`config.mk`:
```
export PLATFORM = sky130hd
export DESIGN_NAME = slave_port
export DESIGN_NICKNAME = d
export VERILOG_FILES = /design/src/rtl/slave_port.sv
export SDC_FILE = /design/constraint.sdc
export NUM_CORES = 1
export LEC_CHECK = 0
export CAP_MARGIN = 10
export CELL_PAD_IN_SITES_DETAIL_PLACEMENT = 1
export CELL_PAD_IN_SITES_GLOBAL_PLACEMENT = 1
export CORE_UTILIZATION = 25
export DETAILED_ROUTE_END_ITERATION = 16
export DONT_BUFFER_PORTS = 1
export PLACE_DENSITY_LB_ADDON = 0.2
export SYNTH_ARGS = -nofsm -noshare
export SYNTH_HDL_FRONTEND = slang
export SYNTH_SLANG_ARGS = --single-unit
```
`constraint.sdc`:
```
create_clock -name clk -period 2.2 [get_ports clk]
set_clock_uncertainty 0.1 [all_clocks]
set_input_delay 0.22 -clock clk [delete_from_list [all_inputs] [get_ports clk]]
set_output_delay 0.22 -clock clk [all_outputs]
set_load 0.01 [all_outputs]
```
`src/rtl/slave_port.sv`:
```
// -----------------------------------------------------------------------------
// slave_port
//   Responder end of the serial system bus. Receives a 16-bit address MSB
//   first, answers when addr[15:12] equals DEVICE_ID, then either shifts in
//   one write byte and strobes it into the local memory, or strobes a local
//   read and shifts the returned byte out MSB first.
//
// Ports
//   clk           system clock, all state on posedge
//   rst           synchronous reset, active-high
//   mode          transfer type from master (1 = write, 0 = read)
//   wr_bus        serial address / write-data bit from master
//   master_valid  master presents a bit on wr_bus
//   slave_ready   slave accepts the wr_bus bit this cycle
//   ack           device-select acknowledge (valid from address beat 5)
//   rd_bus        serial read-data bit to master
//   slave_valid   rd_bus holds a valid bit
//   master_ready  master accepts the rd_bus bit this cycle
//   s_addr        local address, addr[11:0] of the last matched transaction
//   s_wr_data     last received write byte
//   s_wr_en       one-cycle local write strobe
//   s_rd_en       one-cycle local read strobe
//   s_rd_data     local read data, valid RD_LATENCY cycles after s_rd_en
// -----------------------------------------------------------------------------
module slave_port #(
  parameter logic [3:0]  DEVICE_ID  = 4'h0,
  parameter int unsigned RD_LATENCY = 1
) (
  input  logic        clk,
  input  logic        rst,
  input  logic        mode,
  input  logic        wr_bus,
  input  logic        master_valid,
  output logic        slave_ready,
  output logic        ack,
  output logic        rd_bus,
  output logic        slave_valid,
  input  logic        master_ready,
  output logic [11:0] s_addr,
  output logic [7:0]  s_wr_data,
  output logic        s_wr_en,
  output logic        s_rd_en,
  input  logic [7:0]  s_rd_data
);

  typedef enum logic [2:0] {
    StIdle,
    StAddr,
    StSkip,
    StWrData,
    StRdReq,
    StRdWait,
    StRdData
  } state_e;

  // Last RD_WAIT count before the local read data is sampled.
  localparam logic [3:0] LatLast = 4'(RD_LATENCY - 1);

  state_e      state_q;
  logic [3:0]  cnt_q;
  logic        mode_q;
  // Only 11 address bits need to be kept: together with the 16th bit on
  // wr_bus they form s_addr; the device nibble is checked on the way through.
  logic [10:0] addr_sr_q;
  // Seven stored bits plus the 8th on wr_bus form the write byte.
  logic [6:0]  data_sr_q;
  logic [7:0]  out_sr_q;
  logic        slave_ready_q;
  logic        slave_valid_q;
  logic        ack_q;
  logic        s_wr_en_q;
  logic        s_rd_en_q;
  logic [11:0] s_addr_q;
  logic [7:0]  s_wr_data_q;

  logic beat_in;
  logic beat_out;
  logic dev_hit;

  assign beat_in  = master_valid & slave_ready_q;
  assign beat_out = slave_valid_q & master_ready;

  // Device nibble sits at [3:0] after 4 bits and at [4:1] after 5 bits. A
  // mismatch leaves ADDR at beat 6, so any later ADDR cycle is a match.
  always_comb begin
    dev_hit = 1'b0;
    if (cnt_q == 4'd4) begin
      dev_hit = (addr_sr_q[3:0] == DEVICE_ID);
    end else if (cnt_q == 4'd5) begin
      dev_hit = (addr_sr_q[4:1] == DEVICE_ID);
    end else if (cnt_q >= 4'd6) begin
      dev_hit = 1'b1;
    end
  end

  // During ADDR ack follows the shift register; afterwards it is held in ack_q.
  assign ack         = ack_q | ((state_q == StAddr) & dev_hit);
  assign slave_ready = slave_ready_q;
  assign slave_valid = slave_valid_q;
  assign rd_bus      = out_sr_q[7];
  assign s_addr      = s_addr_q;
  assign s_wr_data   = s_wr_data_q;
  assign s_wr_en     = s_wr_en_q;
  assign s_rd_en     = s_rd_en_q;

  always_ff @(posedge clk) begin
    if (rst) begin
      state_q       <= StIdle;
      cnt_q         <= 4'd0;
      mode_q        <= 1'b0;
      addr_sr_q     <= '0;
      data_sr_q     <= '0;
      out_sr_q      <= '0;
      slave_ready_q <= 1'b1;
      slave_valid_q <= 1'b0;
      ack_q         <= 1'b0;
      s_wr_en_q     <= 1'b0;
      s_rd_en_q     <= 1'b0;
      s_addr_q      <= '0;
      s_wr_data_q   <= '0;
    end else begin
      // Strobes are single-cycle pulses unless set below.
      s_wr_en_q <= 1'b0;
      s_rd_en_q <= 1'b0;

      unique case (state_q)
        StIdle: begin
          if (beat_in) begin
            addr_sr_q <= {addr_sr_q[9:0], wr_bus};
            mode_q    <= mode;
            cnt_q     <= 4'd1;
            state_q   <= StAddr;
          end
        end

        StAddr: begin
          if (beat_in) begin
            addr_sr_q <= {addr_sr_q[9:0], wr_bus};
            cnt_q     <= cnt_q + 4'd1;
            if ((cnt_q == 4'd5) && !dev_hit) begin
              // 6th beat without a match: stop accepting, wait for the master.
              state_q       <= StSkip;
              slave_ready_q <= 1'b0;
              cnt_q         <= 4'd0;
            end else if (cnt_q == 4'd15) begin
              s_addr_q <= {addr_sr_q, wr_bus};
              ack_q    <= 1'b1;
              cnt_q    <= 4'd0;
              if (mode_q) begin
                state_q <= StWrData;
              end else begin
                state_q       <= StRdReq;
                slave_ready_q <= 1'b0;
                s_rd_en_q     <= 1'b1;
              end
            end
          end
        end

        StSkip: begin
          if (!master_valid) begin
            state_q       <= StIdle;
            slave_ready_q <= 1'b1;
          end
        end

        StWrData: begin
          if (beat_in) begin
            data_sr_q <= {data_sr_q[5:0], wr_bus};
            cnt_q     <= cnt_q + 4'd1;
            if (cnt_q == 4'd7) begin
              s_wr_data_q <= {data_sr_q, wr_bus};
              s_wr_en_q   <= 1'b1;
              ack_q       <= 1'b0;
              cnt_q       <= 4'd0;
              state_q     <= StIdle;
            end
          end
        end

        StRdReq: begin
          // s_rd_en_q is high for exactly this cycle.
          state_q <= StRdWait;
        end

        StRdWait: begin
          if (cnt_q == LatLast) begin
            out_sr_q      <= s_rd_data;
            cnt_q         <= 4'd0;
            slave_valid_q <= 1'b1;
            state_q       <= StRdData;
          end else begin
            cnt_q <= cnt_q + 4'd1;
          end
        end

        StRdData: begin
          if (beat_out) begin
            out_sr_q <= {out_sr_q[6:0], 1'b0};
            cnt_q    <= cnt_q + 4'd1;
            if (cnt_q == 4'd7) begin
              slave_valid_q <= 1'b0;
              slave_ready_q <= 1'b1;
              ack_q         <= 1'b0;
              cnt_q         <= 4'd0;
              state_q       <= StIdle;
            end
          end
        end

        default: begin
          state_q       <= StIdle;
          slave_ready_q <= 1'b1;
          slave_valid_q <= 1'b0;
          ack_q         <= 1'b0;
          cnt_q         <= 4'd0;
        end
      endcase
    end
  end

endmodule

```
==> key figures, run 1 <==
STA
  – Max-slew violation count: 0
  – Setup_tns: 0 ns
  – Slew HR: a little over three fifths
  – Tcrit/Tclk final: ~100%
  – Peak Freq: between 0.4 and 0.5 GHz
  – Fin. Hold Viols: 0
  – Worst slew pin tran: 0.553 ns
  – Final setup fails: 0
  – Minimum clock period: 2.18 ns
  – RSZ-0062 raised after global routing: true

Routing
  – DR DRC count: 0
  – DRT iter0 DRCs: 142
  – Post-DRT Antenna Nets: 0
  – Routed WL: 7630 microns
  – Via count: between 2000 and 2500
  – Routed len/inst: 15.4 microns
  – Number of vias per cell: 4.87
  – Drt pass-1 iters: 4

Power
  – Maximum VDD drop: 314 uV
  – Lkg Pwr: about 1.2 nW
  – P per Cell Area: 894 nW/um^2

Synthesis
  – Mapped Cells: 332
  – Post-Syn Area: 2740 sq um
  – Share of flip-flops with an asynchronous set or reset: 0%
  – Post-synth cell types: 53
  – Number of synthesized flops with an enable pin: 0
  – Seq cells post-synth: just under 60
  – Yosys top cell area share: about 43%
  – Synth warn: 0
  – Mapped Nets: 350
  – Synth Area per Inst: 8.26 sq um
  – Area leader, netlist: dfxtp_1
  – Seq/Total Area, Yosys: 43.1%
  – Synth Flop Type: dfxtp_1
  – Synth top area cells: dfxtp_1 43%, mux2i_1 7.7%, nand2_1 7.0%, nor2_1 5.9%, a21oi_1 5.1%

Critical path
  – R2r setup slk: 0.19 ns
  – R2r worst-path depth: 7
  – Critical path capture point type: output pin
  – Reg2Reg Launch Point: cnt_q[0]
  – Crit path kind: flop to output pin
  – Worst EP arrival: 1.86 ns
  – Worst setup SP type: flop
  – End of the worst register-to-register path: state_q[1]
  – Worst EP required: 1.88 ns
  – CP max FO: 5
  – CP max stage delay: 0.34 ns
  – Critical path's slowest cell: or3_4
  – Crit-path cells: buf_4, ha_1, or3_4, a211oi_4, nor2_1, a21o_1

Place
  – GP Congestion: 0.740
  – # port buffers: 0
  – Placed Cells: around 470
  – Placed inst area: 2960 sq um
  – Final HPWL from detailed placement: 5170 microns

Global route
  – Largest net degree at the start of global routing: 57
  – Vias in the first global route: 2478
  – Initial antenna violation count: 0
  – Total track usage: 14.4%
  – Total congestion overflow: 0
  – Wire length of the first global-routing pass: 12700 microns

Worst hold path
  – HP Start: master_valid
  – HP Class: input port to flop
  – Number of cells on the worst hold path: 3
  – Hold endpoint: slave_ready

Die
  – Die area: about 11000 sq um
  – Num rows: 37
  – I/O Pins: 40
  – Die Ht: roughly 110 microns
  – Starting Density: 26.2%
  – Area of the core: 10500 sq um
  – Die Wd: between 100 and 150 microns

Finish
  – Most frequent cells in the layout: 57 x dfxtp_1, 51 x nand2_1, 42 x nor2_1
  – Most common cell after layout, fill and taps aside: dfxtp_1
  – N_diodes: 0
  – Nets@finish: about 370
  – Fillers: 1263
  – Finished Layout Cells: 495
  – Fraction of layout cells with a size suffix above 1: 13.9%
  – Multi-input gate area in the final layout: between 1000 and 1500 sq um
  – Final Cell Area: 3320 sq um
  – Reg area: 1190 sq um
  – Synthesis-to-finish area growth: 20.9%

Run
  – Max Cap Viol: 0

CTS
  – Clk buf depth: 2
  – CTS H-Tree Depth: 3
  – Number of clock sinks: 59
  – CTS Buf Count: 9
  – Clk_lat worst skew: 0.34 ns
  – Clk root buf: clkbuf_8
  – TritonCTS clock tree: done
  – Clock Pin Slew Worst Setup and Hold Paths: 0.06 ns

Run status
  – Status: complete, no violations
## where the power goes
part           internal [mW]  leakage (nW)  switching, mW
combinational          0.341         0.649          0.475
clock                  0.515        0.0902          0.430
sequential              1.12         0.477         0.0773
## metal layers
metal / track usage [%] / wire length (microns) / share of wire (%) / up-vias
met5: 0 / 0 / 0 / -
met4: 5.19 / 119 / 1.6 / 0
met3: 4.56 / 326 / 4.3 / 9
met2: 23.0 / 3500 / 46 / 38
met1: 18.0 / 3690 / 48 / 1160
li1: - / - / - / 1205
## registers in the layout (all words and copies together) (netlist names), 3 cells and up
register,count
s_addr,12
addr_sr_q,11
out_sr_q,8
s_wr_data,8
data_sr_q,7
cnt_q,4
state_q,3
## final cells by class
cell class / count / share of cell area, %
Clock inverter: 3 / 1.21
Clock buffer: 12 / 4.08
Multi-Input combinational cell: 245 / 44.1
Sequential cell: 59 / 35.8
Timing Repair Buffer: 34 / 9.06
Tap cell: 136 / 5.13
Inverter: 6 / 0.679
## kinds of logic after synthesis
group           count (synthesis)  share of synthesized area, %
fa+ha+maj                       4                          1.82
xor+xnor                        2                         0.639
flops                          59                          43.1
buf+inv                        28                          4.74
mux                            21                          7.66
simple gates                  145                          24.3
compound gates                 73                          17.7
## critical path: cells and delay by family, from the launching register on
family                   cells  cell delay [ns]
AO/OA/AOI/OAI                2             0.49
adder cells (fa/ha/maj)      1             0.17
buffers and inverters        1             0.14
flip-flops                   1             0.32
AND/OR/NAND/NOR              2             0.42
## per-stage QoR
stage               worst slack (ns)  power [mW]  util (%)  hold WS (ns)
finish                        0.0223        2.96      31.7        0.0498
detailed placement            0.0342        1.95      28.3         0.194
CTS                          0.00355        3.00      31.5        0.0319
global placement              0.0676        1.94      28.3         0.191
floorplan                      0.120        1.69         -         0.256
global route                 -0.0746        3.17      31.7        0.0553
## repair_timing
item / CTS / global route
endpoints found under the setup margin: 1 / 5
pin swaps: 3 / 1
gates resized for setup: 5 / 5
buffers inserted: 2 / 0
endpoints found under the hold margin: 55 / 0
hold buffers: 11 / 0
## synth_stat cells (3+ instances only)
cell type	n
a21oi_1	28
a311oi_1	7
a32oi_1	3
buf_2	8
clkbuf_1	10
dfxtp_1	59
ha_1	4
inv_1	5
mux2i_1	21
nand2_1	51
nand2b_1	3
nand3_1	23
nor2_1	43
nor2b_1	3
nor3_1	4
o211ai_1	4
o21ai_0	9
or3_1	3
## how the worst max path moves through the flow
stage,startpoint,to,slack [ns],cells after the start
finish,cnt_q[1],ack,0.02,6
floorplan,cnt_q[1],state_q[1],0.12,7
detailed placement,cnt_q[0],state_q[1],0.03,7
global route,cnt_q[1],ack,-0.07,6
global placement,cnt_q[0],state_q[1],0.07,7
CTS,cnt_q[1],ack,0.004,6
Power figures use the tool's default switching activity.
==> run 2, diff against run 1 <==
Settings changed: SLEW_MARGIN set to 20.
==> results of run 2 <==
Final layout, timing and power as in run 1 (identical DEF).
